[config.mk]
export PLATFORM = sky130hd
export DESIGN_NAME = ahb_lite_arbiter_2m
export DESIGN_NICKNAME = d
export VERILOG_FILES = /design/src/rtl/ahb_lite_arbiter_2m.sv
export SDC_FILE = /design/constraint.sdc
export NUM_CORES = 1
export LEC_CHECK = 0
export CORE_AREA = 2 2 127 129
export DETAILED_ROUTE_END_ITERATION = 6
export DIE_AREA = 0 0 129 131
export GPL_TIMING_DRIVEN = 0
export PLACE_DENSITY = 0.77
export SLEW_MARGIN = 20
export SYNTH_ARGS = -nofsm -noshare
export SYNTH_HDL_FRONTEND = slang
export SYNTH_SLANG_ARGS = --single-unit
[constraint.sdc]
create_clock -name SI_ClkIn -period 6.17 [get_ports SI_ClkIn]
set_input_delay 1.234 -clock SI_ClkIn [delete_from_list [all_inputs] [get_ports SI_ClkIn]]
set_output_delay 1.234 -clock SI_ClkIn [all_outputs]
set_load 0.05 [all_outputs]
[src/rtl/ahb_lite_arbiter_2m.sv]
// Two-master AHB-Lite arbiter: idle-bus requests forward combinationally; a losing address phase is
// captured and issued no earlier than 1 cycle later; losers are stalled through their HREADY until served.
module ahb_lite_arbiter_2m #(
  parameter int RR_ENABLE = 1,
  parameter int ADDR_W    = 32,
  parameter int DATA_W    = 32
) (
  input  logic              SI_ClkIn,
  input  logic              SI_Reset,
  input  logic [ADDR_W-1:0] M0_HADDR,
  input  logic [1:0]        M0_HTRANS,
  input  logic              M0_HWRITE,
  input  logic [2:0]        M0_HSIZE,
  input  logic [2:0]        M0_HBURST,
  input  logic              M0_HMASTLOCK,
  input  logic [DATA_W-1:0] M0_HWDATA,
  output logic [DATA_W-1:0] M0_HRDATA,
  output logic              M0_HREADY,
  output logic              M0_HRESP,
  input  logic [ADDR_W-1:0] M1_HADDR,
  input  logic [1:0]        M1_HTRANS,
  input  logic              M1_HWRITE,
  input  logic [2:0]        M1_HSIZE,
  input  logic [2:0]        M1_HBURST,
  input  logic              M1_HMASTLOCK,
  input  logic [DATA_W-1:0] M1_HWDATA,
  output logic [DATA_W-1:0] M1_HRDATA,
  output logic              M1_HREADY,
  output logic              M1_HRESP,
  output logic [ADDR_W-1:0] HADDR,
  output logic [1:0]        HTRANS,
  output logic              HWRITE,
  output logic [2:0]        HSIZE,
  output logic [2:0]        HBURST,
  output logic              HMASTLOCK,
  output logic [DATA_W-1:0] HWDATA,
  input  logic [DATA_W-1:0] HRDATA,
  input  logic              HREADY,
  input  logic              HRESP,
  output logic [1:0]        GRANT,
  output logic [1:0]        DOWNER
);

  typedef struct packed {
    logic [ADDR_W-1:0] haddr;
    logic [1:0]        htrans;
    logic              hwrite;
    logic [2:0]        hsize;
    logic [2:0]        hburst;
    logic              hmastlock;
  } aph_t;

  localparam logic [1:0] TR_BUSY = 2'd1;
  localparam logic [1:0] TR_SEQ  = 2'd3;

  aph_t       live   [2];
  aph_t       pend_q [2];
  aph_t       src    [2];
  aph_t       bus;
  logic [1:0] pend_vld;
  logic [1:0] m_rdy;
  logic [1:0] live_vld;
  logic [1:0] req;
  logic [1:0] hold;
  logic [1:0] grant_q;
  logic [1:0] downer_q;
  logic [1:0] own;
  logic       last_q;  // index of the master that owned the bus most recently

  assign live[0] = {M0_HADDR, M0_HTRANS, M0_HWRITE, M0_HSIZE, M0_HBURST, M0_HMASTLOCK};
  assign live[1] = {M1_HADDR, M1_HTRANS, M1_HWRITE, M1_HSIZE, M1_HBURST, M1_HMASTLOCK};

  // Data-phase owner sees the slave; anyone else is stalled only while a capture is outstanding.
  assign m_rdy[0] = downer_q[0] ? HREADY : ~pend_vld[0];
  assign m_rdy[1] = downer_q[1] ? HREADY : ~pend_vld[1];

  always_comb begin
    for (int i = 0; i < 2; i++) begin
      src[i]      = pend_vld[i] ? pend_q[i] : live[i];
      live_vld[i] = live[i].htrans[1] & m_rdy[i] & ~pend_vld[i];
      req[i]      = pend_vld[i] | live_vld[i];
      hold[i]     = grant_q[i] & ((src[i].htrans == TR_SEQ) || (src[i].htrans == TR_BUSY) ||
                                  src[i].hmastlock);
    end
  end

  always_comb begin
    own = 2'b00;
    if (SI_Reset) begin
      own = 2'b00;
    end else if (!HREADY || (|hold)) begin
      own = grant_q;
    end else if (req == 2'b11) begin
      own = ((RR_ENABLE != 0) && !last_q) ? 2'b10 : 2'b01;
    end else begin
      own = req;
    end
  end

  always_comb begin
    bus = '0;
    if (own[1]) bus = src[1];
    else if (own[0]) bus = src[0];
  end

  assign HADDR     = bus.haddr;
  assign HTRANS    = bus.htrans;
  assign HWRITE    = bus.hwrite;
  assign HSIZE     = bus.hsize;
  assign HBURST    = bus.hburst;
  assign HMASTLOCK = bus.hmastlock;
  assign HWDATA    = downer_q[1] ? M1_HWDATA : (downer_q[0] ? M0_HWDATA : '0);
  assign GRANT     = grant_q;
  assign DOWNER    = downer_q;

  assign M0_HREADY = m_rdy[0];
  assign M1_HREADY = m_rdy[1];
  assign M0_HRESP  = downer_q[0] & HRESP;
  assign M1_HRESP  = downer_q[1] & HRESP;
  assign M0_HRDATA = downer_q[0] ? HRDATA : '0;
  assign M1_HRDATA = downer_q[1] ? HRDATA : '0;

  always_ff @(posedge SI_ClkIn or posedge SI_Reset) begin
    if (SI_Reset) begin
      grant_q   <= 2'b00;
      downer_q  <= 2'b00;
      last_q    <= 1'b1;
      pend_vld  <= 2'b00;
      pend_q[0] <= '0;
      pend_q[1] <= '0;
    end else begin
      if (HREADY) begin
        grant_q  <= own;
        downer_q <= bus.htrans[1] ? own : 2'b00;
        if (own[0]) last_q <= 1'b0;
        else if (own[1]) last_q <= 1'b1;
      end
      // A master that saw HREADY=1 believes its address was taken, so capture it even in wait states.
      for (int i = 0; i < 2; i++) begin
        if (live_vld[i] && !(own[i] && HREADY)) begin
          pend_vld[i] <= 1'b1;
          pend_q[i]   <= live[i];
        end else if (pend_vld[i] && own[i] && HREADY) begin
          pend_vld[i] <= 1'b0;
        end
      end
    end
  end

endmodule

==> impl_metrics.env, run 1 <==
export IMPL_slew_limit_headroom=0.4673
export IMPL_vias_per_cell=5.057
export IMPL_reg2reg_depth=7
export IMPL_cts_root_buffer="clkbuf_16"
export IMPL_critPathCapture="HADDR[18]"
export IMPL_ff2ff_setup_slack_ps=3620
export IMPL_detailedRoute_firstIterationViolations=165
export IMPL_p_per_area_nw_per_um2=515.9
export IMPL_cts_tree="done"
export IMPL_place_inst=1042
export IMPL_port_buffers=329
export IMPL_final_nets=1021
export IMPL_area_growth_pct=70.79
export IMPL_grt_start_max_net_pins=33
export IMPL_synthFlopType="dfrtp_1"
export IMPL_drt_wirelength_per_cell_um=20.26
export IMPL_hold_violations=0
export IMPL_vias=5350
export IMPL_cp_start_kind="input pin"
export IMPL_gp_congestion=0.8657
export IMPL_clkTransAtPathRegs_ps=60
export IMPL_tns_ps=0
export IMPL_ios=330
export IMPL_synth_edf_count=0
export IMPL_drv_cap=0
export IMPL_worstSetupPathType="input pin to output port"
export IMPL_insertion_delay_ps=340
export IMPL_cp_max_fo=32
export IMPL_dr_pass1_iters=5
export IMPL_worst_pin_slew_ps=799.1
export IMPL_syn_area_per_cell_um2=11.31
export IMPL_status="finished, final reports clean"
export IMPL_rr_startpoint="pend_vld[1]"
export IMPL_cp_required_ps=4940
export IMPL_fin_area_um2=9539
export IMPL_post_route_util=0.6116
export IMPL_die_area_um2=16900
export IMPL_syn_area_um2=5585
export IMPL_clockBufferDepth=2
export IMPL_drive_above_1_share=0.09976
export IMPL_numCtsBuffers=9
export IMPL_grt_overflow=0
export IMPL_cts_setup_buffers=0
export IMPL_post_route_min_period_ps=5910
export IMPL_grt_pass1_wl_um=31180
export IMPL_synth_cells=494
export IMPL_cts_max_level=3
export IMPL_fmax_mhz=169.2
export IMPL_drt_total_wl_um=21440
export IMPL_initial_core_util=0.3581
export IMPL_end_kind="output port"
export IMPL_ys_seq_area_frac=0.4079
export IMPL_syn_num_nets=678
export IMPL_grt_antenna_before_repair=0
export IMPL_final_common_cell="clkdlybuf4s50_1"
export IMPL_rows=46
export IMPL_synth_cell_type_count=40
export IMPL_setup_violations_final=0
export IMPL_core_area_um2=15600
export IMPL_yosysTopAreaCell="dfrtp_1"
export IMPL_diodes=0
export IMPL_hold_ws_ps=482.3
export IMPL_cts_sinks=91
export IMPL_ant_nets=0
export IMPL_synth_top_cell_area_share=0.4032
export IMPL_synth_area_leaders="dfrtp_1 40%, mux2i_1 15%, mux2_1 8.5%"
export IMPL_die_w_um=129
export IMPL_die_h_um=131
export IMPL_post_place_ws_ps=17.96
export IMPL_fin_crit_sh=0.9578
export IMPL_yosys_warnings=0
export IMPL_finClkSkew_ps=6.250
export IMPL_dpl_instance_area_um2=9220
export IMPL_slew_viol_final=0
export IMPL_arrival_ps=4680
export IMPL_worst_hold_path_type="flip-flop to flip-flop"
export IMPL_grt_usage=0.2420
export IMPL_synth_seq_cells=91
export IMPL_finalPower_mw=4.921
export IMPL_cp_startpoint="SI_Reset"
export IMPL_stdcell_count=1058
export IMPL_fin_ws_ps=260.4
export IMPL_synthArstFlopShare=1.000
export IMPL_ir_drop_uv=347.8
export IMPL_r2r_end="pend_q[47]"
export IMPL_p_leak_nw=4.124
export IMPL_hpwl_um=17420
export IMPL_grt_pass1_vias=5528
export IMPL_layout_common_cells="329 x clkdlybuf4s50_1, 90 x dfrtp_1, 83 x mux2i_1, 68 x and2_1"
export IMPL_rsz0062_at_grt="no"
export IMPL_drc=0
-- registers in the layout (all words and copies together) (netlist names) --
signal,count
DOWNER,2
pend_vld,2
GRANT,2
pend_q,84
last_q,1
-- cell type report --
type                    count  area (um2)
inverters                   5       22.52
well taps                 216       270.3
multi-input cells         356        3098
flip-flops and latches     91        2278
repair buffers            332        3361
plain buffers              42       196.4
fillers                  1287        6058
clock buffers              11       252.7
clock inverters             5       60.06
-- worst max-delay path, cell delays in order --
cell and delay, ps:
clkdlybuf4s50_1 600, clkinvlp_4 380, buf_12 310, a31oi_1 300, nor4b_2 110, o2bb2ai_2 380
clkbuf_1 420, o22ai_1 190, clkdlybuf4s50_1 740
-- Yosys cell counts, types with 2 or more instances --
master	instances
nand2b_1	4
dfrtp_1	90
nor2b_1	5
a31oi_1	3
a21oi_1	8
or2_2	2
o2bb2ai_1	2
mux2_2	40
mux2_1	42
and3_1	2
nand2_1	2
buf_4	9
buf_2	4
inv_1	4
clkbuf_1	28
mux2i_1	83
o22ai_1	42
o31ai_1	2
a22o_1	32
o21ai_0	3
and2_1	68
-- logic make-up after synthesis --
kind of cell           synth area share
AO/OA/AOI/OAI                    0.1407
buffers and inverters           0.03853
flip-flops                       0.4079
multiplexers                     0.3141
AND/OR/NAND/NOR                 0.09879
-- report_power, final --
part           internal [mW]  switching (mW)
clock network          0.338           0.237
logic                   1.27            2.02
registers              0.896           0.167
total                   2.50            2.42
-- metal layers --
layer,global-route usage,part of all wire,vias to the layer above
met5,0,0,-
met4,0.08504,0.025,0
met3,0.06107,0.068,32
met2,0.4205,0.50,214
met1,0.2930,0.41,2583
li1,-,-,2521
-- worst min-delay path by stage --
| stage | depth (start not counted) | end | slack (ps) | from |
|---|---|---|---|---|
| 2_1_floorplan | 1 | pend_q[51] | 440 | pend_q[51] |
| 3_3_place_gp | 1 | pend_q[51] | 460 | pend_q[51] |
| 3_5_place_dp | 1 | pend_q[51] | 470 | pend_q[51] |
| 4_1_cts | 1 | pend_q[51] | 490 | pend_q[51] |
| 5_1_grt | 1 | pend_q[41] | 500 | pend_q[41] |
| 6_report | 1 | pend_q[51] | 480 | pend_q[51] |
-- timing repair --
item	CTS	global route
endpoints found under the setup margin	0	36
resized for setup	0	1
hold buffers	0	0
No activity file was read; power rests on OpenSTA's default activity.
==> run 2: changes to the inputs <==
==> constraint.sdc (replaced) <==
create_clock -name SI_ClkIn -period 6.17 [get_ports SI_ClkIn]
set_input_delay 1.234 -clock SI_ClkIn [delete_from_list [all_inputs] [get_ports SI_ClkIn]]
set_output_delay 1.234 -clock SI_ClkIn [all_outputs]
set_load 0.01 [all_outputs]
==> impl_metrics.env, run 2 (synthesis gave the netlist of run 1 again) <==
export IMPL_clockBufferDepth=2
export IMPL_largest_register_ffs=84
export IMPL_post_place_ws_ps=574.5
export IMPL_insertion_delay_ps=350
export IMPL_fmax_mhz=175.8
export IMPL_die_h_um=131
export IMPL_status="finished, final reports clean"
export IMPL_finalPower_mw=3.996
export IMPL_slowest_stage="clkdlybuf4s50_1"
export IMPL_cp_required_ps=4940
export IMPL_cts_setup_buffers=0
export IMPL_slew_viol_final=0
export IMPL_cts_resized=0
export IMPL_initial_core_util=0.3581
export IMPL_worst_hold_path_type="flip-flop to flip-flop"
export IMPL_grt_usage=0.2661
export IMPL_grt_start_max_net_pins=51
export IMPL_p_leak_nw=4.101
export IMPL_fin_crit_sh=0.9217
export IMPL_grt_antenna_before_repair=0
export IMPL_hpwl_um=19130
export IMPL_finClkSkew_ps=6.498
export IMPL_worst_pin_slew_ps=790.7
export IMPL_arrival_ps=4450
export IMPL_die_area_um2=16900
export IMPL_ant_nets=0
export IMPL_drive_above_1_share=0.09643
export IMPL_postCtsHoldBufs=0
export IMPL_cts_root_buffer="clkbuf_16"
export IMPL_rows=46
export IMPL_ff_latch_area_um2=2278
export IMPL_place_inst=1040
export IMPL_ios=330
export IMPL_fin_ws_ps=483.0
export IMPL_drt_total_wl_um=23440
export IMPL_cts_max_level=3
export IMPL_post_route_min_period_ps=5687
export IMPL_final_common_cell="clkdlybuf4s50_1"
export IMPL_vias_per_cell=5.220
export IMPL_p_per_area_nw_per_um2=421.4
export IMPL_r2r_end="pend_q[53]"
export IMPL_clkTransAtPathRegs_ps=70
export IMPL_detailedRoute_firstIterationViolations=283
export IMPL_worstSetupPathType="input pin to output port"
export IMPL_cts_tree="done"
export IMPL_gp_congestion=0.9144
export IMPL_grt_overflow=0
export IMPL_port_buffers=329
export IMPL_multi_input_area_um2=3092
export IMPL_die_w_um=129
export IMPL_grt_pass1_vias=5527
export IMPL_vias=5512
export IMPL_reg2reg_depth=7
export IMPL_nFillCells=1324
export IMPL_critPathMaxStageDelay_ps=660
export IMPL_layout_common_cells="329 x clkdlybuf4s50_1, 90 x dfrtp_1, 83 x mux2i_1, 68 x and2_1"
export IMPL_grt_pass1_wl_um=33050
export IMPL_numCtsBuffers=9
export IMPL_drt_wirelength_per_cell_um=22.20
export IMPL_hold_violations=0
export IMPL_rr_startpoint="pend_vld[1]"
export IMPL_slew_limit_headroom=0.4728
export IMPL_drv_cap=0
export IMPL_ff2ff_setup_slack_ps=3550
export IMPL_diodes=0
export IMPL_min_path_cells=1
export IMPL_area_growth_pct=69.80
export IMPL_dr_pass1_iters=5
export IMPL_cp_startpoint="SI_Reset"
export IMPL_cts_sinks=91
export IMPL_drc=0
export IMPL_min_to="pend_q[51]"
export IMPL_final_nets=1019
export IMPL_setup_violations_final=0
export IMPL_cp_max_fo=43
export IMPL_ir_drop_uv=265.6
export IMPL_cp_start_kind="input pin"
export IMPL_core_area_um2=15600
export IMPL_stdcell_count=1056
export IMPL_regMostFlops="pend_q"
export IMPL_hp_start="pend_q[51]"
export IMPL_crit_top_cell="clkdlybuf4s50_1"
export IMPL_end_kind="output port"
export IMPL_rsz0062_at_grt="no"
export IMPL_cp_cell_sequence="clkdlybuf4s50_1, inv_6, a31oi_1, nor4b_2, o2bb2ai_1, clkbuf_1, o22ai_1, clkdlybuf4s50_1"
[run 2: metrics by stage]
step / area [um2] / hold slack [ps] / util / TNS [ps]
floorplan: 5585 / 435.0 / - / 0
global placement: 9149 / 457.9 / 0.5866 / -93920
detailed placement: 9181 / 459.7 / 0.5886 / 0
CTS: 9484 / 477.6 / 0.6081 / 0
global route: 9484 / 495.0 / 0.6081 / 0
finish: 9484 / 476.3 / 0.6081 / 0
[run 2: cell type report]
cell class              count  area share
inverters                   5    0.002507
clock inverters             6    0.006728
flip-flops and latches     91      0.2402
clock buffers              10     0.02520
well taps                 216     0.02850
plain buffers              42     0.02071
multi-input cells         356      0.3260
repair buffers            330      0.3501
[run 2: power breakdown]
part,total [mW],switching (mW),internal [mW]
clock,0.575,0.249,0.325
sequential,1.06,0.163,0.895
combinational,2.36,1.10,1.27
total,4.00,1.51,2.49
[run 2: critical path: cells and delay by family]
family	cells	cell delay (ps)
buffers and inverters	4	1890
AO/OA/AOI/OAI	3	1200
AND/OR/NAND/NOR	1	90
[run 2: worst max-delay path by stage]
stage	endpoint	depth (start not counted)
2_1_floorplan	HADDR[0]	6
3_3_place_gp	HADDR[10]	8
3_5_place_dp	HADDR[10]	8
4_1_cts	HADDR[10]	8
5_1_grt	HADDR[10]	8
6_report	HADDR[10]	8
[run 2: metal layers]
| metal | global-route usage | wire [um] |
|---|---|---|
| met1 | 0.3508 | 9696 |
| met5 | 0 | 0 |
| met2 | 0.4357 | 11340 |
| met4 | 0.07417 | 357 |
| met3 | 0.06881 | 2042 |
==> run 3: changes to the inputs <==
--- a/config.mk
+++ b/config.mk
@@ -10,6 +10,7 @@
 export DIE_AREA = 0 0 129 131
 export GPL_TIMING_DRIVEN = 0
 export PLACE_DENSITY = 0.77
+export SKIP_CTS_REPAIR_TIMING = 1
 export SLEW_MARGIN = 20
 export SYNTH_ARGS = -nofsm -noshare
 export SYNTH_HDL_FRONTEND = slang
==> results of run 3 <==
Final layout, timing and power as in run 2 (identical DEF).
==> patch (config.mk and constraints of run 1) <==
`RR_ENABLE`: 1 -> 0.
--- a/src/rtl/ahb_lite_arbiter_2m.sv
+++ b/src/rtl/ahb_lite_arbiter_2m.sv
@@ -2,5 +2,5 @@
 // captured and issued no earlier than 1 cycle later; losers are stalled through their HREADY until served.
 module ahb_lite_arbiter_2m #(
-  parameter int RR_ENABLE = 1,
+  parameter int RR_ENABLE = 0,
   parameter int ADDR_W    = 32,
   parameter int DATA_W    = 32
Formal check against the unedited RTL: not equivalent (a bounded check fails within 4 cycles, from zero or initial values and one cycle with SI_Reset high).
==> patch against run 1 <==
Worst setup slack improved by 51 ps. Sequential cell count is 1 lower. Total power shrank 35%. Synthesized cell count rose by 7.7%. Synthesized area increased by 7.3%. Final area up 3.9%. Routed wire length is 4.6% higher. Non-clock buffer count up 6. Critical path type unchanged. Highest routed layer unchanged.
==> patch: results (changes against run 1) <==
- Setup slack of the most critical reg-to-reg path: 3500 ps (-120 ps)
- Sequential area share after synthesis: 0.376 (-0.0322)
- Layout multi-input combinational cell count: 387 (+8.7%)
- Top post-synthesis cells by area: sky130_fd_sc_hd__dfrtp_1, sky130_fd_sc_hd__mux2_4, sky130_fd_sc_hd__mux2_2
- Clock buffer and inverter area fraction after layout: 0.0322 (-0.000610)
- Starting utilization of the core area: 0.384 (+0.0262)
- Mapped cell area: 5990 um^2 (+7.3%)
- Detailed-route via count: 5,655 (+5.7%)
- Place WS: 263 ps (+245 ps)
- Share of synthesized area spent on multiplexers: 0.327 (+0.0132)
- Share of the final layout cell area in multi-input gates: 0.350 (+0.0254)
- Fraction of cell area in non-clock buffers: 0.361 (-0.0121)
- Final worst-path cycle share: 0.950 (-0.00820)
- Worst endpoint data arrival time: 4630 ps (-50 ps)
- Minimum hold slack: 473 ps (-9.48 ps)
- Total power after layout: 3.19 mW (-35%)
- Total cell area at the placement stage: 9590 um^2 (+4.0%)
- Run status: finished clean
- Ratio of cells with drive above 1 in the final layout: 0.142 (+0.0426)
- Clock buffers: 10 (-1)
- Count of plain and timing-repair buffers: 380 (+1.6%)
- Clock skew after layout: 8.26 ps (+2.01 ps)
- First-pass GRT wire length: 33,300 um (+6.9%)
- Clk sinks: 90 (-1.1%)
- Power per unit of standard cell area: 322 nW/um^2 (-38%)
patch: changes by cell type after synthesis, moves of 4 or more:
cell,run 1,this run
sky130_fd_sc_hd__o21ai_0,3,46
sky130_fd_sc_hd__o22ai_1,42,0
sky130_fd_sc_hd__mux2i_1,83,43
sky130_fd_sc_hd__mux2_4,0,39
sky130_fd_sc_hd__o31ai_1,2,41
sky130_fd_sc_hd__buf_6,0,6
sky130_fd_sc_hd__clkbuf_1,28,34
sky130_fd_sc_hd__mux2_2,40,45
sky130_fd_sc_hd__buf_4,9,5
sky130_fd_sc_hd__nor2b_1,5,1
patch: power by group:
group          leakage, nW  switching (mW)  total (mW)  internal (mW)
Clock                0.153           0.243       0.600          0.357
Sequential            1.06           0.128       0.956          0.829
Combinational         2.83           0.874        1.64          0.762
patch: layer usage:
layer	GRT usage	vias to the layer above	part of all wire
li1	-	2647	-
met1	0.316	2737	0.41
met2	0.453	237	0.49
met3	0.0696	34	0.075
met4	0.0793	0	0.023
met5	0	-	0
